`config.mk`:
```
export PLATFORM = sky130hd
export DESIGN_NAME = fpu_ontest_harness
export DESIGN_NICKNAME = d
export VERILOG_FILES = /design/src/rtl/fpu_ontest_harness.sv
export SDC_FILE = /design/constraint.sdc
export NUM_CORES = 1
export LEC_CHECK = 0
export ABC_AREA = 1
export BUFFER_PORTS_ARGS = -buffer_cell sky130_fd_sc_hd__buf_2
export CORE_MARGIN = 4
export CORE_UTILIZATION = 60
export DETAILED_ROUTE_END_ITERATION = 8
export GPL_TIMING_DRIVEN = 0
export MAX_ROUTING_LAYER = met4
export PLACE_DENSITY = 0.87
export SETUP_SLACK_MARGIN = 0.5
export SLEW_MARGIN = 20
export SYNTH_ARGS = -nofsm -noshare
export SYNTH_HDL_FRONTEND = slang
export SYNTH_SLANG_ARGS = --single-unit
```
`constraint.sdc`:
```
create_clock -name clk -period 3.1 [get_ports clk]
set_clock_uncertainty 0.05 [all_clocks]
set_input_delay 0.62 -clock clk [delete_from_list [all_inputs] [get_ports clk]]
set_output_delay 0.62 -clock clk [all_outputs]
set_load 0.005 [all_outputs]
```
`src/rtl/fpu_ontest_harness.sv`:
```
// On-target stimulus harness: drives a DUT with counter/LFSR/walking-one/hold
// operands and folds the latency-aligned results into a rotate-XOR MISR.
module fpu_ontest_harness #(
  parameter int WIDTH   = 32,
  parameter int N_VEC   = 1024,
  parameter int LATENCY = 1
) (
  input  logic                           clk,
  input  logic                           reset,
  input  logic                           start,
  input  logic [1:0]                     mode,
  input  logic [WIDTH-1:0]               seed,
  output logic [WIDTH-1:0]               op,
  output logic                           op_valid,
  input  logic [WIDTH-1:0]               dut_result,
  (* mark_debug = "true" *)
  output logic [WIDTH-1:0]               result_debug,
  output logic [WIDTH-1:0]               signature,
  output logic [$clog2(N_VEC+1)-1:0]     vec_count,
  output logic                           busy,
  output logic                           done
);

  localparam int VCW = $clog2(N_VEC + 1);

  // Right-shift Galois taps giving maximal-length sequences
  function automatic logic [63:0] poly_for(input int w);
    case (w)
      4:       poly_for = 64'hC;
      8:       poly_for = 64'hB8;
      12:      poly_for = 64'hE08;
      16:      poly_for = 64'hB400;
      24:      poly_for = 64'hE1_0000;
      32:      poly_for = 64'hA300_0000;
      64:      poly_for = 64'hD800_0000_0000_0000;
      default: poly_for = 64'd1 << (w - 1);
    endcase
  endfunction

  localparam logic [63:0]      POLY64 = poly_for(WIDTH);
  localparam logic [WIDTH-1:0] POLY   = POLY64[WIDTH-1:0];

  typedef enum logic [1:0] {
    IDLE  = 2'd0,
    RUN   = 2'd1,
    DRAIN = 2'd2,
    DONE  = 2'd3
  } state_t;

  state_t             state, state_nx;
  logic [1:0]         mode_q;
  logic [WIDTH-1:0]   seed_q;
  logic [VCW-1:0]     cap_cnt;
  logic               start_acc;
  logic               cap_valid;
  logic               capture;
  logic               last_issue;
  logic               last_capture;

  function automatic logic [WIDTH-1:0] init_op(input logic [1:0] m,
                                               input logic [WIDTH-1:0] s);
    case (m)
      2'd0:    init_op = s;
      2'd1:    init_op = (s == '0) ? WIDTH'(1) : s;
      2'd2:    init_op = WIDTH'(1);
      default: init_op = s;
    endcase
  endfunction

  function automatic logic [WIDTH-1:0] next_op(input logic [1:0] m,
                                               input logic [WIDTH-1:0] x,
                                               input logic [WIDTH-1:0] s);
    case (m)
      2'd0:    next_op = x + 1'b1;
      2'd1:    next_op = (x >> 1) ^ (x[0] ? POLY : '0);
      2'd2:    next_op = {x[WIDTH-2:0], x[WIDTH-1]};
      default: next_op = s;
    endcase
  endfunction

  assign start_acc    = start && ((state == IDLE) || (state == DONE));
  assign last_issue   = (vec_count == VCW'(N_VEC - 1));
  assign capture      = cap_valid && ((state == RUN) || (state == DRAIN));
  assign last_capture = capture && (cap_cnt == VCW'(N_VEC - 1));

  // Valid delay line aligning each issued vector with its DUT result
  generate
    if (LATENCY == 0) begin : g_nodly
      assign cap_valid = op_valid;
    end else begin : g_dly
      logic [LATENCY-1:0] vdly;
      always_ff @(posedge clk) begin
        if (reset || start_acc) begin
          vdly <= '0;
        end else begin
          vdly <= (vdly << 1) | LATENCY'(op_valid);
        end
      end
      assign cap_valid = vdly[LATENCY-1];
    end
  endgenerate

  always_ff @(posedge clk) begin
    if (reset) begin
      state <= IDLE;
    end else begin
      state <= state_nx;
    end
  end

  // With zero latency the last result lands in the last RUN cycle, so DRAIN is skipped
  always_comb begin
    state_nx = state;
    case (state)
      IDLE, DONE: if (start) state_nx = RUN;
      RUN:        if (last_issue) state_nx = (LATENCY == 0) ? DONE : DRAIN;
      DRAIN:      if (last_capture) state_nx = DONE;
      default:    state_nx = IDLE;
    endcase
  end

  always_comb begin
    op_valid = (state == RUN);
    busy     = (state == RUN) || (state == DRAIN);
    done     = (state == DONE);
  end

  always_ff @(posedge clk) begin
    if (reset) begin
      mode_q       <= '0;
      seed_q       <= '0;
      op           <= '0;
      vec_count    <= '0;
      cap_cnt      <= '0;
      result_debug <= '0;
      signature    <= '0;
    end else if (start_acc) begin
      mode_q       <= mode;
      seed_q       <= seed;
      op           <= init_op(mode, seed);
      vec_count    <= '0;
      cap_cnt      <= '0;
      result_debug <= '0;
      signature    <= '0;
    end else begin
      if (op_valid) begin
        vec_count <= vec_count + 1'b1;
        if (!last_issue) begin
          op <= next_op(mode_q, op, seed_q);
        end
      end
      if (capture) begin
        result_debug <= dut_result;
        signature    <= {signature[WIDTH-2:0], signature[WIDTH-1]} ^ dut_result;
        cap_cnt      <= cap_cnt + 1'b1;
      end
    end
  end

endmodule

```
# Word level (Yosys, flattened, before mapping)
# Cells that the tools add are included.
[word_totals]
out_inout_bits = 110
reg_bits = 155
[op_classes]
mux = 11
n_reduce_logical = 14
bitwise_logic = 2
eq_ne = 13
addsub = 3
[op_table]
columns = ["operator", "n"]
rows = [
  ["32-bit 2-to-1 mux", 5],
  ["32-bit one-hot mux with 3 select lines", 1],
  ["32-bit one-hot mux with 2 select lines", 1],
  ["32-bit by 1-bit adder with 32-bit output, second input constant", 1],
  ["32-bit logical NOT", 1],
  ["31-bit by 32-bit bitwise XOR with 32-bit output", 1],
  ["32-bit bitwise XOR", 1],
  ["11-bit by 1-bit adder with 11-bit output, second input constant", 2],
  ["11-bit by 10-bit == test with 1-bit output, second input constant", 2],
  ["2-bit == test, second input constant", 4],
  ["2-bit by 1-bit == test with 1-bit output, second input constant", 3],
  ["2-bit 2-to-1 mux", 3],
  ["2-bit != test, second input constant", 3],
  ["2-bit one-hot mux with 3 select lines", 1],
  ["2-bit logical NOT", 2],
  ["2-bit OR reduction", 2],
  ["1-bit logical AND", 3],
  ["1-bit logical OR", 3],
  ["3-bit AND reduction", 1],
  ["2-bit by 1-bit != test with 1-bit output, second input constant", 1],
  ["2-bit AND reduction", 1],
  ["2-bit nonzero test", 1],
]

# Depth between registers and ports, before layout
[logic_depth]
ltp_word = 6
depth_mapped = 11
mapped_depth_nobuf = 11

# Worst setup path after synthesis
# No wires, ideal clock.
[synth_timing]
path_kind = "input port to flip-flop"
startpoint = "in mode[0]"
endpoint = "reg op[22]"
stages = 8
setup_time_ps = 119
setup_slack_ps = 1162
t_arrival_ps = 1768
path_cell_list = "inv_1 > ha_1 > buf_2 > inv_1 > buf_1 > a21oi_1 > a21oi_1 > a21oi_1"
[synth_between]
elab_chain_cells = 3
word_cells_on_any_way = 4
cone_classes = "eq/ne: 2; mux: 2"
[synth_rtl]
columns = ["item", "line", "text"]
rows = [
  ["start, declared", "11", "input logic [1:0] mode,"],
  ["2-bit == test or 2-bit by 1-bit == test with 1-bit output (tied branches)", "62", "case (m)"],
  ["32-bit one-hot mux with 2 select lines (*)", "62", ""],
  ["32-bit 2-to-1 mux (*)", "137", "end else if (start_acc) begin"],
  ["end signal, assigned", "140", "op <= init_op(mode, seed);"],
  ["end signal, assigned", "149", "op <= next_op(mode_q, op, seed_q);"],
  ["end, declared", "13", "output logic [WIDTH-1:0] op,"],
]
# Mark *: on every way between the ends. The rest lies on a longest branch, timed or not.
# A chain may end at the register's enable or synchronous reset.

# Worst setup path in the final report
[layout_timing]
startpoint = "reg state[0]"
endpoint = "reg result_debug[28]"
[layout_between]
elab_chain_cells = 4
word_cells_on_any_way = 9
cone_classes = "eq/ne: 3; reduce/logical: 6"
[layout_rtl]
columns = ["item", "line", "text"]
rows = [
  ["start, declared", "50", "state_t state, state_nx;"],
  ["start signal, assigned", "107", "state <= state_nx;"],
  ["2-bit == test or 2-bit logical NOT (tied branches)", "81", "assign start_acc = start && ((state == IDLE) || (state == DONE));"],
  ["1-bit logical OR", "81", ""],
  ["1-bit logical AND", "81", ""],
  ["2-bit OR reduction (no source line)", "n/a", ""],
  ["end signal, assigned", "153", "result_debug <= dut_result;"],
  ["end, declared", "17", "output logic [WIDTH-1:0] result_debug,"],
]
# Several ways; a longest one is shown, not always the timed one.

==> out/results.txt <==
The flow ran to the end, and the final reports show no timing, DRC or antenna violations. The clock net sink count is 155. sky130_fd_sc_hd__dfxtp_1 takes more of the synthesized area than any other cell.

In the final design database the tool counted 1506 nets. Counting flops with an async set or reset pin after synthesis yields a share of 0%. The number of cells on the critical path works out to 9. Setup violations remaining at the end of the flow were counted as 0.

After clock tree synthesis, the clock-pin slew on the worst setup and hold paths is 0.06 ns. Among all stages on the critical path, the largest delay is contributed by sky130_fd_sc_hd__buf_1. The tools report the number of setup buffers added after CTS as 0.

Once placement completed, the tool counted placed cells totaling 1585. Summed over all layers, the global routing overflow is 0. Across the run, the number of max-cap violations was 0. After detailed routing, the number of remaining DRC violations is 0. The class of the tightest hold or removal check was in -> reg.

Among all flip-flop cells after synthesis, the most frequent one is sky130_fd_sc_hd__dfxtp_1. The later pin in the worst-skew pair is clocked with a latency of 0.43 ns. The tools report the total wire length after detailed routing as 27100 um.

The minimum clock period was 2.366 ns; the number of enable-type register cells in the synthesized netlist was 0. The top cell type by area accounts for 37.05% of the synthesized area. Die height: 126.2 um.

Grouping stages by cell kind, the critical path spends the most delay in buffers and inverters. The finished cells cover 10020 um2. Row generation in the floorplan step produced 42 rows. The largest net degree at the start of global routing is 17. The floorplan step defined a core boundary enclosing 13450 um2. By area the synthesized netlist is led by sky130_fd_sc_hd__dfxtp_1 37%, sky130_fd_sc_hd__a21oi_1 12%, sky130_fd_sc_hd__nand2_1 11%. In this run, synthesis produced a sequential element count of 155.

VDD sags by at most 0.4839 mV. The worst path uses 76.34% of the clock period. Relative to the synthesized area, the layout overhead comes to 19.63%.

The run gives 2 as the initial antenna violation count. In the global route stage, overall resource usage came out at 33.93%. The residual antenna-violating net count after detailed routing was 0; the via density per instance was 5.763. The number of buffer and inverter instances along the worst setup path was 5; the critical-path maximum fanout was 10.

In this run the mean area of a mapped cell was 6.804 um2. The root buffer cell chosen for the clock tree is sky130_fd_sc_hd__clkbuf_16. The number of different library cells used by synthesis comes to 37.

TritonCTS built the clock tree. In this run the static leakage power is 0.004359 uW. Leaving out filler cells and counting taps, the final layout contains 1621.

The overall via count from detail_route was 9342; the final-layout setup total negative slack was 0 ns. After the first detailed-routing iteration, the DRC count stood at 950. For the total iterations of the first detailed-routing run, the log shows 6.

The effective utilization at floorplan is 62.26%. The tightest slew margin relative to the limit was 57.22%. For the top achievable clock speed, the log shows 422.6 MHz.

The routed length per placed instance came out at 16.72 um. The die covers 15910 um2. After synthesis the cells add up to 8376 um2. The run gives 37.05% as the fraction of the yosys area taken by sequential cells. The worst hold slack was 0.3894 ns. The tools report the total design power as 8366 uW. Of the cells placed in the final design, the portion with a size suffix greater than 1 is 18.95%. In this run the cell area measured after placement is 9487 um2. The tools report the startpoint type of the worst setup path as a register. When the netlist entered floorplanning its net count stood at 1309.

The die width is 126.2 um. The wire-length estimate of the detail-placed layout is 20690 um. The tools report the hold violation count in the final report as 0.

The most numerous cell type found on the critical path is sky130_fd_sc_hd__inv_2. The logs give 1129 for the number of fillers in the final layout and 0 for the total of cells resized after clock tree synthesis. For the worst path arrival time, the log shows 2.60 ns. The most common cell in the synthesized netlist is sky130_fd_sc_hd__nand2_1. Synthesis handed over a netlist of 1231 instances. The worst-margin pin slew is 0.6416 ns. Number of cells on the worst hold path: 3.

The last weighted congestion value of the routability-driven placer was 0.9700; the quantity of I/O buffers inserted on ports was 178. Walking the worst path, the cells encountered are inv_1 -> ha_1 -> nand2_2 -> inv_2 -> nor2_4 -> inv_2 -> buf_2 -> buf_1 -> a21oi_1. Setup repair after global routing left no endpoint under its margin. For the CTS H-tree depth, the log shows 4. The worst setup path category was reg -> reg.

Global-route wire length before repair: 42940 um. Counting cells, the worst reg-to-reg path comes to 9. The number of global-route vias before repair was 8912; the final number of max-transition violations was 0. TritonCTS created 17 clock buffers.

The highest cell delay on the worst timing path is 0.54 ns. The largest buffer count on any clock path came out at 2. For the worst setup path, the data required time is 3.33 ns.

The total of warnings raised by yosys is 0. For this design the ratio of total power to cell area is 834.9 nW/um2. Hold repair after CTS inserted 0 buffers. The count of pins on the block boundary came out at 179.

Sorting the synthesized cells by how often they occur yields 239 x sky130_fd_sc_hd__nand2_1, 193 x sky130_fd_sc_hd__a21oi_1, 155 x sky130_fd_sc_hd__dfxtp_1. Category of the worst setup path capture point: a register.
[metrics by stage]
| step | utilization, % | setup WS [ns] |
|---|---|---|
| 3_5_place_dp | 70.52 | 0.7094 |
| 6_report | 74.48 | 0.7335 |
| 5_1_grt | 74.48 | 0.6024 |
| 4_1_cts | 74.40 | 0.7538 |
| 2_1_floorplan | - | 1.162 |
| 3_3_place_gp | 70.52 | 0.7579 |
[final cells by class]
class | count | area, um2 | area share [%]
Clock buffer | 21 | 450.4 | 4.496
Inverter | 141 | 529.3 | 5.282
Multi-Input combinational cell | 866 | 4425 | 44.17
Antenna cell | 4 | 10.01 | 0.09990
Clock inverter | 11 | 72.57 | 0.7243
Tap cell | 176 | 220.2 | 2.198
Timing Repair Buffer | 178 | 890.9 | 8.891
Sequential cell | 155 | 3103 | 30.97
Buffer | 69 | 317.8 | 3.172
[layer usage]
metal / global-route usage, % / part of all wire (%)
met5: - / 0
met2: 57.59 / 49
met1: 38.36 / 38
met3: 8.086 / 9.8
met4: 14.20 / 3.4
[final timing paths]
check                           to            start  slack (ns)
hold / removal          seed_q[27]         seed[27]        0.39
hold reg to reg    result_debug[9]  result_debug[9]        0.41
setup / recovery  result_debug[28]         state[0]        0.73
setup reg to reg  result_debug[28]         state[0]        0.73
[cells by family (layout without fill, tap and decap cells)]
family          Yosys count  count (layout)  share of synthesized area [%]
simple gates            458             458                          24.53
compound gates          372             372                          24.14
buf+inv                 210             420                          10.11
flops                   155             155                          37.05
xor+xnor                 27              27                          2.823
fa+ha+maj                 9               9                          1.345
other cells               0               4                              0
[power breakdown]
group	switching (uW)	total [uW]	internal [uW]
Clock	820	1860	1040
Combinational	2310	3540	1230
Sequential	568	2960	2400
Total	3700	8370	4660
[worst reg2reg max path: stages, from the launching register on]
cell	delay (ns)
sky130_fd_sc_hd__dfxtp_1	0.37
sky130_fd_sc_hd__inv_1	0.07
sky130_fd_sc_hd__ha_1	0.31
sky130_fd_sc_hd__nand2_2	0.14
sky130_fd_sc_hd__inv_2	0.21
sky130_fd_sc_hd__nor2_4	0.11
sky130_fd_sc_hd__inv_2	0.07
sky130_fd_sc_hd__buf_2	0.25
sky130_fd_sc_hd__buf_1	0.54
sky130_fd_sc_hd__a21oi_1	0.10
[cell usage in the layout, fill, tap and decap left out, types with 4 or more instances in the layout]
cell / netlist / layout
sky130_fd_sc_hd__xnor2_1: 27 / 27
sky130_fd_sc_hd__nand3_1: 89 / 89
sky130_fd_sc_hd__nor2_4: 5 / 5
sky130_fd_sc_hd__o21ai_0: 117 / 117
sky130_fd_sc_hd__a21oi_1: 193 / 193
sky130_fd_sc_hd__ha_1: 9 / 9
sky130_fd_sc_hd__nand2_1: 239 / 239
sky130_fd_sc_hd__clkbuf_1: 32 / 35
sky130_fd_sc_hd__a221oi_1: 22 / 22
sky130_fd_sc_hd__buf_6: 4 / 4
sky130_fd_sc_hd__nand2_2: 12 / 12
sky130_fd_sc_hd__nor3_1: 13 / 13
sky130_fd_sc_hd__buf_1: 10 / 10
sky130_fd_sc_hd__inv_1: 134 / 134
sky130_fd_sc_hd__nor2_2: 7 / 7
sky130_fd_sc_hd__o21bai_1: 8 / 8
sky130_fd_sc_hd__clkinv_2: 0 / 5
sky130_fd_sc_hd__o211ai_1: 16 / 16
sky130_fd_sc_hd__clkinvlp_4: 0 / 4
sky130_fd_sc_hd__nor2_1: 71 / 71
sky130_fd_sc_hd__buf_2: 20 / 198
sky130_fd_sc_hd__nand4_1: 8 / 8
sky130_fd_sc_hd__o21ai_1: 8 / 8
sky130_fd_sc_hd__dfxtp_1: 155 / 155
sky130_fd_sc_hd__inv_2: 7 / 7
sky130_fd_sc_hd__diode_2: 0 / 4
sky130_fd_sc_hd__clkbuf_16: 0 / 17
[sequential cells by signal, summed over array words and instances, names as in the netlist]
signal and count:
op 32, result_debug 32, seed_q 32, signature 32, cap_cnt 11, vec_count 11, mode_q 2, state 2
cap_valid 1
No activity file was read; power rests on OpenSTA's default activity.
